File: config.mk
export PLATFORM = sky130hd
export DESIGN_NAME = dma_engine_flat
export DESIGN_NICKNAME = d
export VERILOG_FILES = /design/src/rtl/dma_engine_if.sv /design/src/rtl/dma_engine.sv /design/src/flat_wrapper.sv
export SDC_FILE = /design/constraint.sdc
export NUM_CORES = 1
export LEC_CHECK = 0
export CAP_MARGIN = 0
export CORE_UTILIZATION = 53
export DETAILED_ROUTE_END_ITERATION = 7
export GPL_TIMING_DRIVEN = 0
export PLACE_DENSITY_LB_ADDON = 0.3
export SYNTH_ARGS = -nofsm -noshare
export SYNTH_HDL_FRONTEND = slang
export SYNTH_SLANG_ARGS = --single-unit
File: constraint.sdc
create_clock -name clk -period 2.4 [get_ports clk]
set_input_delay 0.6 -clock clk [delete_from_list [all_inputs] [get_ports clk]]
set_output_delay 0.6 -clock clk [all_outputs]
set_load 0.01 [all_outputs]
File: src/rtl/dma_engine_if.sv
// dma_engine_if: groups the register-slave port and the master bus port of
// the DMA engine.
//   master : view taken by the DMA engine (it masters the memory bus)
//   slave  : view taken by the system side (decoder, arbiter, memory)
interface dma_engine_if;
  localparam int ARCH_WIDTH = 32;
  localparam int DMBE_WIDTH = 4;

  // register slave side
  logic                  cfg_sel;
  logic                  cfg_wr;
  logic [1:0]            cfg_addr;
  logic [ARCH_WIDTH-1:0] cfg_din;
  logic [31:0]           cfg_dout;

  // memory bus side
  logic                  m_req;
  logic                  m_gnt;
  logic [31:0]           m_addr;
  logic                  m_wr;
  logic [DMBE_WIDTH-1:0] m_BE;
  logic [31:0]           m_din;
  logic [31:0]           m_dout;

  // completion interrupt
  logic                  irq;

  modport master (
    input  cfg_sel, cfg_wr, cfg_addr, cfg_din, m_gnt, m_dout,
    output cfg_dout, m_req, m_addr, m_wr, m_BE, m_din, irq
  );

  modport slave (
    output cfg_sel, cfg_wr, cfg_addr, cfg_din, m_gnt, m_dout,
    input  cfg_dout, m_req, m_addr, m_wr, m_BE, m_din, irq
  );
endinterface

File: src/rtl/dma_engine.sv
// dma_engine: word-copy DMA. Copies LEN 32-bit words from SRC to DST using
// one read then one write bus cycle per word.
// Register map (cfg_addr): 0=SRC, 1=DST, 2=LEN (low 16 bits), 3=CTRL.
// CTRL write: [31]=start, [30]=clear done, [29]=abort, [28]=ie.
// CTRL read : [0]=busy, [1]=done, [2]=ie, [31:16]=remaining word count.
// Optional feature macro: DMA_IRQ_EN (stores ie and drives a registered irq).
// Without it ie reads 0 and irq is tied low; software polls the done bit.
// Note: with DMA_IRQ_EN every CTRL write also rewrites ie from bit 28.
module dma_engine (
  input logic          clk,
  input logic          rst,
  dma_engine_if.master bus
);

  typedef enum logic [1:0] {
    S_IDLE = 2'd0,
    S_RD   = 2'd1,
    S_WR   = 2'd2,
    S_DONE = 2'd3
  } state_t;

  state_t      r_state;
  state_t      w_next_state;

  logic [31:0] r_src;
  logic [31:0] r_dst;
  logic [15:0] r_len;
  logic [31:0] r_wsrc;
  logic [31:0] r_wdst;
  logic [15:0] r_cnt;
  logic [31:0] r_buf;

  logic        w_cfg_wr;
  logic        w_ctrl_wr;
  logic        w_busy;
  logic        w_done;
  logic        w_start;
  logic        w_clear;
  logic        w_abort;
  logic        w_ie;

  assign w_cfg_wr  = bus.cfg_sel & bus.cfg_wr;
  assign w_ctrl_wr = w_cfg_wr & (bus.cfg_addr == 2'd3);
  assign w_busy    = (r_state == S_RD) | (r_state == S_WR);
  assign w_done    = (r_state == S_DONE);
  // start/clear are only honoured when idle or done; abort only when busy
  assign w_start   = w_ctrl_wr & bus.cfg_din[31] & ~w_busy;
  assign w_clear   = w_ctrl_wr & bus.cfg_din[30] & ~w_busy;
  assign w_abort   = w_ctrl_wr & bus.cfg_din[29] & w_busy;

`ifdef DMA_IRQ_EN
  logic r_ie;
  logic r_irq;
  logic w_ie_next;

  assign w_ie_next = w_ctrl_wr ? bus.cfg_din[28] : r_ie;

  // Interrupt enable storage and irq register aligned with entry into DONE
  always_ff @(posedge clk) begin
    if (rst) begin
      r_ie  <= 1'b0;
      r_irq <= 1'b0;
    end else begin
      r_ie  <= w_ie_next;
      r_irq <= (w_next_state == S_DONE) & w_ie_next;
    end
  end

  assign w_ie    = r_ie;
  assign bus.irq = r_irq;
`else
  assign w_ie    = 1'b0;
  assign bus.irq = 1'b0;
`endif

  // FSM state register
  always_ff @(posedge clk) begin
    if (rst) begin
      r_state <= S_IDLE;
    end else begin
      r_state <= w_next_state;
    end
  end

  // FSM next-state logic; abort wins over a grant in the same cycle
  always_comb begin
    w_next_state = r_state;
    case (r_state)
      S_IDLE, S_DONE: begin
        if (w_start) begin
          w_next_state = (r_len != 16'd0) ? S_RD : S_DONE;
        end else if (w_clear) begin
          w_next_state = S_IDLE;
        end else begin
          w_next_state = r_state;
        end
      end
      S_RD: begin
        if (w_abort) begin
          w_next_state = S_IDLE;
        end else if (bus.m_gnt) begin
          w_next_state = S_WR;
        end else begin
          w_next_state = S_RD;
        end
      end
      S_WR: begin
        if (w_abort) begin
          w_next_state = S_IDLE;
        end else if (bus.m_gnt) begin
          w_next_state = (r_cnt == 16'd1) ? S_DONE : S_RD;
        end else begin
          w_next_state = S_WR;
        end
      end
      default: w_next_state = S_IDLE;
    endcase
  end

  // FSM outputs: bus request, address, write strobe, byte enables, write data
  always_comb begin
    bus.m_req  = 1'b0;
    bus.m_addr = 32'd0;
    bus.m_wr   = 1'b0;
    bus.m_BE   = 4'b0000;
    bus.m_din  = 32'd0;
    case (r_state)
      S_RD: begin
        bus.m_req  = 1'b1;
        bus.m_addr = r_wsrc;
        bus.m_BE   = 4'b1111;
      end
      S_WR: begin
        bus.m_req  = 1'b1;
        bus.m_addr = r_wdst;
        bus.m_BE   = 4'b1111;
        bus.m_din  = r_buf;
        bus.m_wr   = bus.m_gnt;
      end
      default: begin
        bus.m_req  = 1'b0;
      end
    endcase
  end

  // Config registers, working copies and data buffer
  always_ff @(posedge clk) begin
    if (rst) begin
      r_src  <= 32'd0;
      r_dst  <= 32'd0;
      r_len  <= 16'd0;
      r_wsrc <= 32'd0;
      r_wdst <= 32'd0;
      r_cnt  <= 16'd0;
      r_buf  <= 32'd0;
    end else begin
      if (w_cfg_wr && !w_busy) begin
        case (bus.cfg_addr)
          2'd0:    r_src <= bus.cfg_din;
          2'd1:    r_dst <= bus.cfg_din;
          2'd2:    r_len <= bus.cfg_din[15:0];
          default: r_len <= r_len;
        endcase
      end
      if (w_start) begin
        r_wsrc <= r_src;
        r_wdst <= r_dst;
        r_cnt  <= r_len;
      end else if (!w_abort && bus.m_gnt) begin
        if (r_state == S_RD) begin
          r_buf <= bus.m_dout;
        end else if (r_state == S_WR) begin
          r_wsrc <= r_wsrc + 32'd4;
          r_wdst <= r_wdst + 32'd4;
          r_cnt  <= r_cnt - 16'd1;
        end else begin
          r_buf <= r_buf;
        end
      end
    end
  end

  // Register read mux (combinational)
  always_comb begin
    bus.cfg_dout = 32'd0;
    case (bus.cfg_addr)
      2'd0:    bus.cfg_dout = r_src;
      2'd1:    bus.cfg_dout = r_dst;
      2'd2:    bus.cfg_dout = {16'd0, r_len};
      2'd3:    bus.cfg_dout = {r_cnt, 13'd0, w_ie, w_done, w_busy};
      default: bus.cfg_dout = 32'd0;
    endcase
  end

endmodule

File: src/flat_wrapper.sv
// flat-port wrapper written by rule: the top's interface ports become plain ports
module dma_engine_flat 
  (clk, rst, bus_cfg_sel, bus_cfg_wr, bus_cfg_addr, bus_cfg_din, bus_m_gnt, bus_m_dout, bus_cfg_dout, bus_m_req, bus_m_addr, bus_m_wr, bus_m_BE, bus_m_din, bus_irq);
  dma_engine_if bus_i ();
  input logic clk;
  input logic rst;
  input wire logic [$bits(bus_i.cfg_sel)-1:0] bus_cfg_sel;
  input wire logic [$bits(bus_i.cfg_wr)-1:0] bus_cfg_wr;
  input wire logic [$bits(bus_i.cfg_addr)-1:0] bus_cfg_addr;
  input wire logic [$bits(bus_i.cfg_din)-1:0] bus_cfg_din;
  input wire logic [$bits(bus_i.m_gnt)-1:0] bus_m_gnt;
  input wire logic [$bits(bus_i.m_dout)-1:0] bus_m_dout;
  output wire logic [$bits(bus_i.cfg_dout)-1:0] bus_cfg_dout;
  output wire logic [$bits(bus_i.m_req)-1:0] bus_m_req;
  output wire logic [$bits(bus_i.m_addr)-1:0] bus_m_addr;
  output wire logic [$bits(bus_i.m_wr)-1:0] bus_m_wr;
  output wire logic [$bits(bus_i.m_BE)-1:0] bus_m_BE;
  output wire logic [$bits(bus_i.m_din)-1:0] bus_m_din;
  output wire logic [$bits(bus_i.irq)-1:0] bus_irq;
  assign bus_i.cfg_sel = bus_cfg_sel;
  assign bus_i.cfg_wr = bus_cfg_wr;
  assign bus_i.cfg_addr = bus_cfg_addr;
  assign bus_i.cfg_din = bus_cfg_din;
  assign bus_i.m_gnt = bus_m_gnt;
  assign bus_i.m_dout = bus_m_dout;
  assign bus_cfg_dout = bus_i.cfg_dout;
  assign bus_m_req = bus_i.m_req;
  assign bus_m_addr = bus_i.m_addr;
  assign bus_m_wr = bus_i.m_wr;
  assign bus_m_BE = bus_i.m_BE;
  assign bus_m_din = bus_i.m_din;
  assign bus_irq = bus_i.irq;
  dma_engine u_core (.clk(clk), .rst(rst), .bus(bus_i));
endmodule
==> flow_summary.json <==
{
  "antenna_found_initial": 0,
  "io_buffers": 171,
  "dr.pass1.iters": 8,
  "totalPowerFinal_mw": 7.22,
  "fin_skew_ns": 0.00845,
  "endpoint_kind": "output port",
  "cap_violations": 0,
  "diodes": 0,
  "avgSynthCellArea_sq_um": 7.66,
  "setup_tns_ns": -3.52,
  "start_util_pct": 54.1,
  "syn_inst": 1274,
  "yosys.cell_types.count": 51,
  "synth_nets": 1352,
  "hpwlAfterDp_microns": 25400,
  "core_area_sq_um": 18000,
  "syn2layout_area_growth_pct": 38.7,
  "grt_pass1_vias": 9961,
  "r2r.worst_path.cells": 9,
  "path_delay_family": "multiplexers",
  "postCtsHoldBufs": 0,
  "critPathMaxFanout": 3,
  "cp-startpoint": "u_core.r_state[0]$_SDFFE_PP0P_",
  "clock.fmax_mhz": 381,
  "grt_max_degree": 17,
  "hp-class": "flop to flop",
  "r2r-end": "u_core.r_src[14]$_SDFFE_PP0P_",
  "cts-root-buf": "clkbuf_16",
  "crit_end": "bus_cfg_dout[0]",
  "synthTopCellsByArea": "dfxtp_1, nand2_1, a21oi_1",
  "worst_ir_drop_vdd_mv": 0.570,
  "synthArstFlopShare_pct": 0,
  "setup_viol": 36,
  "synth_seq_cells": 194,
  "slowest_delay_ns": 0.52,
  "timing.rr.start": "u_core.r_state[0]$_SDFFE_PP0P_",
  "yosysSeqAreaShare_pct": 39.8,
  "fin_cells": 1736,
  "die_w_microns": 138,
  "timing.slew.headroom_pct": 43.9,
  "cts_sinks": 194,
  "hold_depth": 2,
  "cts.reportedPaths.clkPinSlew_ns": 0.07,
  "powerDensity_nw_per_um2": 534,
  "synth_edf_count": 0,
  "multi_input_area_sq_um": 5990,
  "ios": 174,
  "leakage_nw": 4.77,
  "die_y_microns": 138,
  "drtAntennaViolNets": 0,
  "design.die.area_sq_um": 19000,
  "layout-drive-gt1-share_pct": 18.6,
  "syn_area_sq_um": 9760,
  "drc": 2,
  "arrival_ns": 2.02,
  "cts_tree": "yes",
  "clock_latency_ns": 0.45,
  "final_nets": 1572,
  "seqCellArea_sq_um": 3890,
  "drt-initial-drc-count": 1731,
  "fin_crit_ns": 2.62,
  "critPathBufInv": 4,
  "worstMarginPinSlew_ns": 0.841,
  "synth_top_flop_cell": "dfxtp_1",
  "fin_crit_sh_pct": 109,
  "synth_warnings": 0,
  "routed_wl_microns": 39400,
  "gr-usage-all-layers_pct": 39.6,
  "rows": 49,
  "place_congestion": 0.996,
  "nFillCells": 1252,
  "critPathKind": "flop to output port",
  "holdWs_ns": 0.451,
  "cts.htree.levels": 4,
  "cts_inserted_buffers": 17,
  "rsz0062_at_grt": "true",
  "grt_pass1_wl_microns": 55700,
  "cp.depth": 6,
  "slowest_stage": "mux4_2",
  "vias": 11200,
  "ctsLongestPathBuffers": 2,
  "dp.cells": 1674,
  "wl_per_cell_microns": 22.7,
  "critPathLaunchType": "flop",
  "crit_required_ns": 1.80,
  "viasPerCell": 6.44,
  "finalHoldViolations": 0,
  "path_cells": "inv_4 > ha_4 > clkbuf_16 > clkinvlp_4 > mux4_2 > buf_6",
  "outcome": "complete, but fails checks",
  "grt-ovfl-total": 0,
  "violations": "DRC, setup timing",
  "synth.largest_area_cell": "dfxtp_1",
  "reg2reg_slack_ns": -0.02,
  "yosysTopAreaCellShare_pct": 39.8,
  "report.final.slew_viol_count": 0,
  "fin_ws_ns": -0.223
}
[layer usage]
layer | GRT usage (%) | up-vias | routed length, microns
li1 | - | 4832 | -
met1 | 50.5 | 5126 | 14500
met2 | 61.8 | 961 | 17100
met3 | 10.6 | 261 | 5310
met4 | 18.8 | 0 | 2520
met5 | 0 | - | 0
[Yosys cell counts (all sizes together) (19+ instances only)]
| cell | count |
|---|---|
| nand2 | 299 |
| xnor2 | 51 |
| buf | 19 |
| clkbuf | 80 |
| dfxtp | 194 |
| a22oi | 32 |
| and2 | 41 |
| nand3 | 22 |
| nor3 | 27 |
| nor2 | 107 |
| nor4 | 26 |
| a21oi | 122 |
| mux2i | 32 |
| a211oi | 58 |
| o21ai | 51 |
[sequential cells by signal, summed over array words and instances (netlist names)]
name and cells:
u_core.r_dst 32, u_core.r_wdst 32, u_core.r_state 2, u_core.r_src 32, u_core.r_cnt 16, u_core.r_buf 32
u_core.r_len 16, u_core.r_wsrc 32
[final cells by class]
class / instances / area share (%)
multi-input cells: 964 / 44.2
flip-flops and latches: 194 / 28.8
repair buffers: 203 / 14.1
plain buffers: 97 / 5.68
clock buffers: 21 / 3.33
well taps: 229 / 2.12
clock inverters: 11 / 1.29
inverters: 17 / 0.518
[worst min-delay path: stages, from the launching register on]
cell and delay, ns:
dfxtp_1 0.31, nand2_1 0.05, a21oi_1 0.05
[where the power goes]
group          internal (mW)  total, mW  switching, mW
sequential              3.28       3.36         0.0872
clock                   1.78       3.12           1.34
combinational          0.329      0.734          0.405
[logic make-up (layout without fill, tap and decap cells)]
family,count (synthesis),in the layout,synth area share (%)
xor gates and xnor gates,63,63,5.65
DFF,194,194,39.8
muxes,34,34,3.74
other,1,1,0.0384
AOI/OAI and AO/OA,285,285,17.9
buffers and inverters,116,349,4.90
adders and majority gates,7,7,0.898
and+or+nand+nor,574,574,27.1
[worst min-delay path by stage]
stage / start / endpoint / slack [ns]
after floorplan: u_core.r_buf[0]$_SDFFE_PP0P_ / u_core.r_buf[0]$_SDFFE_PP0P_ / 0.43
after CTS: u_core.r_buf[5]$_SDFFE_PP0P_ / u_core.r_buf[5]$_SDFFE_PP0P_ / 0.45
after detailed placement: u_core.r_buf[10]$_SDFFE_PP0P_ / u_core.r_buf[10]$_SDFFE_PP0P_ / 0.44
final: u_core.r_buf[1]$_SDFFE_PP0P_ / u_core.r_buf[1]$_SDFFE_PP0P_ / 0.45
after global routing: u_core.r_buf[5]$_SDFFE_PP0P_ / u_core.r_buf[5]$_SDFFE_PP0P_ / 0.46
after global placement: u_core.r_buf[18]$_SDFFE_PP0P_ / u_core.r_buf[18]$_SDFFE_PP0P_ / 0.44
[placed cells by master (no fill, tap or decap), types with 32 or more instances in the layout]
master	netlist	routed
o21ai_0	48	33
clkbuf_1	80	50
and2_1	41	40
dfxtp_1	194	192
a211oi_1	54	52
nor2_1	107	85
a21oi_1	122	121
clkdlybuf4s50_1	0	64
xnor2_1	51	49
nand2_1	299	299
clkdlybuf4s15_1	0	32
[per-stage QoR]
step                      instance area, sq um  setup slack [ns]  util [%]
final                                    13500            -0.223      75.1
after global routing                     13500            -0.215      75.1
after CTS                                13000            -0.222      72.2
after detailed placement                 11800             -1.54      65.2
after global placement                   11800             -1.53      65.2
after floorplan                           9760           0.00148         -
[timing repair]
item / 4_1_cts / 5_1_grt
pin swaps: 7 / 30
resized for setup: 386 / 194
endpoints found under the setup margin: 214 / 259
gates cloned: 5 / 6
buffers inserted: 12 / 10
No activity file was read; power rests on OpenSTA's default activity.
